--- config.mk ---
export PLATFORM = sky130hd
export DESIGN_NAME = bin2bcd_seq
export DESIGN_NICKNAME = d
export VERILOG_FILES = /design/src/rtl/bin2bcd_pkg.sv /design/src/rtl/bin2bcd_adj3.sv /design/src/rtl/bin2bcd_seq.sv
export SDC_FILE = /design/constraint.sdc
export NUM_CORES = 1
export LEC_CHECK = 0
export CAP_MARGIN = 20
export CORE_MARGIN = 2
export CORE_UTILIZATION = 50
export DETAILED_ROUTE_END_ITERATION = 6
export PLACE_DENSITY = 0.76
export RECOVER_POWER = 100
export SLEW_MARGIN = 10
export SYNTH_ARGS = -nofsm -noshare
export SYNTH_HDL_FRONTEND = slang
export SYNTH_HIERARCHICAL = 1
export SYNTH_SLANG_ARGS = --single-unit
export TNS_END_PERCENT = 50
--- constraint.sdc ---
create_clock -name clk -period 1.6 [get_ports clk]
set_input_delay 0.16 -clock clk [delete_from_list [all_inputs] [get_ports clk]]
set_output_delay 0.16 -clock clk [all_outputs]
set_load 0.02 [all_outputs]
--- src/rtl/bin2bcd_pkg.sv ---
// Shared types and constants for the sequential binary-to-BCD converter.
package bin2bcd_pkg;

  typedef enum logic [1:0] {
    IDLE  = 2'd0,
    SHIFT = 2'd1,
    DONE  = 2'd2
  } state_t;

  localparam int BCD_NIBBLE = 4;

  // Smallest digit count d such that 10^d > 2^width - 1.
  function automatic int min_digits(input int width);
    longint unsigned max_v;
    longint unsigned p;
    int              d;
    max_v = (64'd1 << width) - 64'd1;
    p     = 64'd1;
    d     = 0;
    for (int i = 0; i < 20; i++) begin
      if (p <= max_v) begin
        p = p * 64'd10;
        d = d + 1;
      end
    end
    return d;
  endfunction

endpackage

--- src/rtl/bin2bcd_adj3.sv ---
// One double-dabble digit correction: add 3 to a BCD nibble holding 5 or more.
module bin2bcd_adj3
  import bin2bcd_pkg::*;
(
  input  logic [BCD_NIBBLE-1:0] i_d,
  output logic [BCD_NIBBLE-1:0] o_d
);

  assign o_d = (i_d >= 4'd5) ? i_d + 4'd3 : i_d;

endmodule

--- src/rtl/bin2bcd_seq.sv ---
// Sequential double-dabble binary-to-BCD converter, one bit per clock.
// Define BIN2BCD_SEQ_SIGNED_EN for two's-complement input with a neg output.
module bin2bcd_seq
  import bin2bcd_pkg::*;
#(
  parameter int WIDTH  = 8,
  parameter int DIGITS = 3
) (
  input  logic                         clk,
  input  logic                         rst,
  input  logic                         in_valid,
  output logic                         in_ready,
  input  logic [WIDTH-1:0]             bin,
  output logic                         out_valid,
  input  logic                         out_ready,
  output logic [BCD_NIBBLE*DIGITS-1:0] bcd,
  output logic                         busy
`ifdef BIN2BCD_SEQ_SIGNED_EN
  ,
  output logic                         neg
`endif
);

  localparam int BW    = BCD_NIBBLE * DIGITS;
  localparam int CNT_W = $clog2(WIDTH);

  if (WIDTH < 4 || WIDTH > 32) begin : g_width_chk
    $error("bin2bcd_seq: WIDTH=%0d outside supported range 4..32", WIDTH);
  end
  if (DIGITS < min_digits(WIDTH)) begin : g_digits_chk
    $error("bin2bcd_seq: DIGITS=%0d too small for WIDTH=%0d, need at least %0d",
           DIGITS, WIDTH, min_digits(WIDTH));
  end

  state_t           r_state;
  logic [CNT_W-1:0] r_cnt;
  logic [WIDTH-1:0] r_sr;
  logic [BW-1:0]    r_acc;
  logic [BW-1:0]    r_bcd;
  logic             r_in_ready;
  logic             r_out_valid;
  logic             r_busy;

  logic [BW-1:0]    w_adj;
  logic [BW-1:0]    w_acc_nxt;
  logic [WIDTH-1:0] w_sr_nxt;
  logic [WIDTH-1:0] w_load;
  logic             w_accept;

  assign w_accept = (r_state == IDLE) && in_valid && r_in_ready;

`ifdef BIN2BCD_SEQ_SIGNED_EN
  logic r_sign;
  logic r_neg;
  // Unary minus in WIDTH bits maps -2^(WIDTH-1) onto its own unsigned magnitude.
  assign w_load = bin[WIDTH-1] ? -bin : bin;
  assign neg    = r_neg;
`else
  assign w_load = bin;
`endif

  for (genvar g = 0; g < DIGITS; g++) begin : g_adj
    bin2bcd_adj3 u_adj3 (
      .i_d (r_acc[g*BCD_NIBBLE +: BCD_NIBBLE]),
      .o_d (w_adj[g*BCD_NIBBLE +: BCD_NIBBLE])
    );
  end

  assign {w_acc_nxt, w_sr_nxt} = {w_adj, r_sr} << 1;

  always_ff @(posedge clk or posedge rst) begin
    if (rst) begin
      r_state     <= IDLE;
      r_cnt       <= '0;
      r_in_ready  <= 1'b1;
      r_out_valid <= 1'b0;
      r_busy      <= 1'b0;
      r_bcd       <= '0;
`ifdef BIN2BCD_SEQ_SIGNED_EN
      r_neg       <= 1'b0;
`endif
    end else begin
      case (r_state)
        IDLE: begin
          if (w_accept) begin
            r_state    <= SHIFT;
            r_cnt      <= '0;
            r_in_ready <= 1'b0;
            r_busy     <= 1'b1;
          end
        end
        SHIFT: begin
          r_cnt <= r_cnt + CNT_W'(1);
          // Final step: publish the shifted accumulator on the same edge.
          if (r_cnt == CNT_W'(WIDTH - 1)) begin
            r_state     <= DONE;
            r_out_valid <= 1'b1;
            r_bcd       <= w_acc_nxt;
`ifdef BIN2BCD_SEQ_SIGNED_EN
            r_neg       <= r_sign;
`endif
          end
        end
        DONE: begin
          if (out_ready) begin
            r_state     <= IDLE;
            r_out_valid <= 1'b0;
            r_in_ready  <= 1'b1;
            r_busy      <= 1'b0;
          end
        end
        default: r_state <= IDLE;
      endcase
    end
  end

  // Working registers are always reloaded on accept, so they need no reset.
  always_ff @(posedge clk) begin
    if (w_accept) begin
      r_sr  <= w_load;
      r_acc <= '0;
`ifdef BIN2BCD_SEQ_SIGNED_EN
      r_sign <= bin[WIDTH-1];
`endif
    end else if (r_state == SHIFT) begin
      r_sr  <= w_sr_nxt;
      r_acc <= w_acc_nxt;
    end
  end

  assign in_ready  = r_in_ready;
  assign out_valid = r_out_valid;
  assign busy      = r_busy;
  assign bcd       = r_bcd;

endmodule

==> out/qor.yml <==
sta:
  hold_viol_final: 0
  min_period_ps: 1545
  fin_ws_ps: 54.78
  finalSetupTns_ps: 0
  maxSlewViolCount: 0
  slew_headroom_pct: 26.18
  fin_skew_ps: 6.515
  hold_ws_ps: 469.5
  fin_crit_sh_pct: 96.58
  setup_viol: 0
  fmaxAchievable_ghz: 0.6472
  rsz0062_at_grt: "false"
  tightest_slew_ps: 1107
cells_and_area:
  diodes: 0
  final_common_cell: "dfrtp_1"
  drive_above_1_share_pct: 17.03
  final_cell_mix: "dfrtp_1, dlygate4sd3_1, a22o_1"
  fin_nets: 201
  areaGrowthSynthToFinish_pct: 21.96
  fin_util_pct: 62.53
clock_network:
  numCtsBuffers: 5
  clock-sinks: 40
  clk_pin_slew_worst_paths_ps: 80
  ctsHoldBuffers: 0
  clkLatencyLatePin_ps: 290
  cts_tree: "done"
  clk_path_buf_depth: 2
  clock-root-buffer: "clkbuf_8"
  cts-htree-levels: 2
pwr:
  swShare_pct: 33.29
  cellPowerDensity_mw_per_mm2: 1718
  p_leak_nw: 1.078
  p_sw_w: 0.001299
  p_int_w: 0.002604
  pwr-share-seq_pct: 40.9
  power_frac_clock_pct: 23.0
  finalPower_w: 0.003904
  comb_power_share_pct: 36.1
  vdd_drop_max_v: 0.001011
logic_synthesis:
  syn_area_per_cell_um2: 12.50
  syn_area_mm2: 0.001863
  synthCells: 149
  yosys_warnings: 6
  syn_nets: 169
die:
  die_width_um: 65.04
  rows: 22
  core_area_mm2: 0.003633
  die_area_mm2: 0.004230
  start_util_pct: 51.27
  io_pins: 27
  die_h_um: 65.04
global_routing:
  grt_max_degree: 21
  grt_usage_pct: 17.00
  grt_pass1_wl_um: 5437
  overflow: 0
  grt_pass1_vias: 1245
  antenna_found_initial: 0
drt:
  post-route-drc-count: 0
  dr.pass1.iters: 4
  via_per_inst: 5.174
  wirelength_um: 3069
  first_iter_violations: 55
  antenna_left: 0
  dr_total_vias: 1190
  routedWlPerCell_um: 13.34
run_status:
  status: "completed"
critical_path:
  cp-end-kind: "register"
  cp-start-kind: "register"
  worst-setup-path-type: "reg -> reg"
  required_ps: 1640
  arrival_ps: 1590
  cp_max_fo: 9
place:
  place_congestion: 0.8025
  dp_hpwl_um: 2239
  pre_cts_ws_ps: -159.7
  portBuffers: 26
run:
  cap_violations: 0
worst_hold_path:
  min_path_type: "in -> reg"
sequential cells by signal (all words and copies together), names as in the netlist:
name,cells
out_valid,1
in_ready,1
r_acc,12
bcd,12
busy,1
r_sr,8
r_cnt,3
r_state,2
critical path, stage by stage, from the launching register on:
cell and delay (ps):
dfstp_2 560, nand2_1 100, nor3_4 160, buf_12 150
mux2_2 330
area by class of cell:
class	count	area, µm²
Timing Repair Buffer	30	295.3
Inverter	10	37.54
Sequential cell	40	983.4
Fill cell	287	1361
Clock buffer	7	97.59
Clock inverter	1	30.03
Multi-Input combinational cell	94	768.2
Tap cell	48	60.06
what timing repair did:
item,CTS,global route
buffers inserted,1,0
endpoints found under the hold margin,0,0
gates resized for setup,1,2
pin swaps,1,2
setup endpoints to repair,8,12
per-layer routing:
layer / vias up / wire length [µm] / GRT usage (%)
li1: 586 / - / -
met1: 571 / 1287 / 18.96
met2: 29 / 1596 / 29.64
met3: 4 / 155 / 6.076
met4: 0 / 30 / 6.510
met5: - / 0 / 0
final timing paths:
path                       slack [ps]  cells past startpoint  startpoint         end
setup reg to reg                   50                      4    in_ready     r_sr[4]
max in group asynchronous         280                      3         rst      bcd[4]
min in group asynchronous         660                      3         rst    r_cnt[0]
hold / removal                    470                      2   out_ready  r_state[1]
hold reg to reg                   490                      1    r_acc[9]    r_acc[9]
setup / recovery                   50                      4    in_ready     r_sr[4]
per-stage QoR:
stage          cell area (µm²)  instances
6_report                  2272        230
5_1_grt                   2272        230
3_5_place_dp              2162        221
2_1_floorplan             1863        149
3_3_place_gp              2162        221
4_1_cts                   2308        230
power by group through the flow:
| stage | clock [W] | sequential, W | combinational [W] |
|---|---|---|---|
| 2_1_floorplan | 0 | 0.00169 | 0.000976 |
| 3_3_place_gp | 0 | 0.00160 | 0.00145 |
| 3_5_place_dp | 0 | 0.00162 | 0.00151 |
| 4_1_cts | 0.000925 | 0.00160 | 0.00152 |
| 5_1_grt | 0.000968 | 0.00164 | 0.00158 |
| 6_report | 0.000899 | 0.00160 | 0.00141 |
No activity file was read; power rests on OpenSTA's default activity.
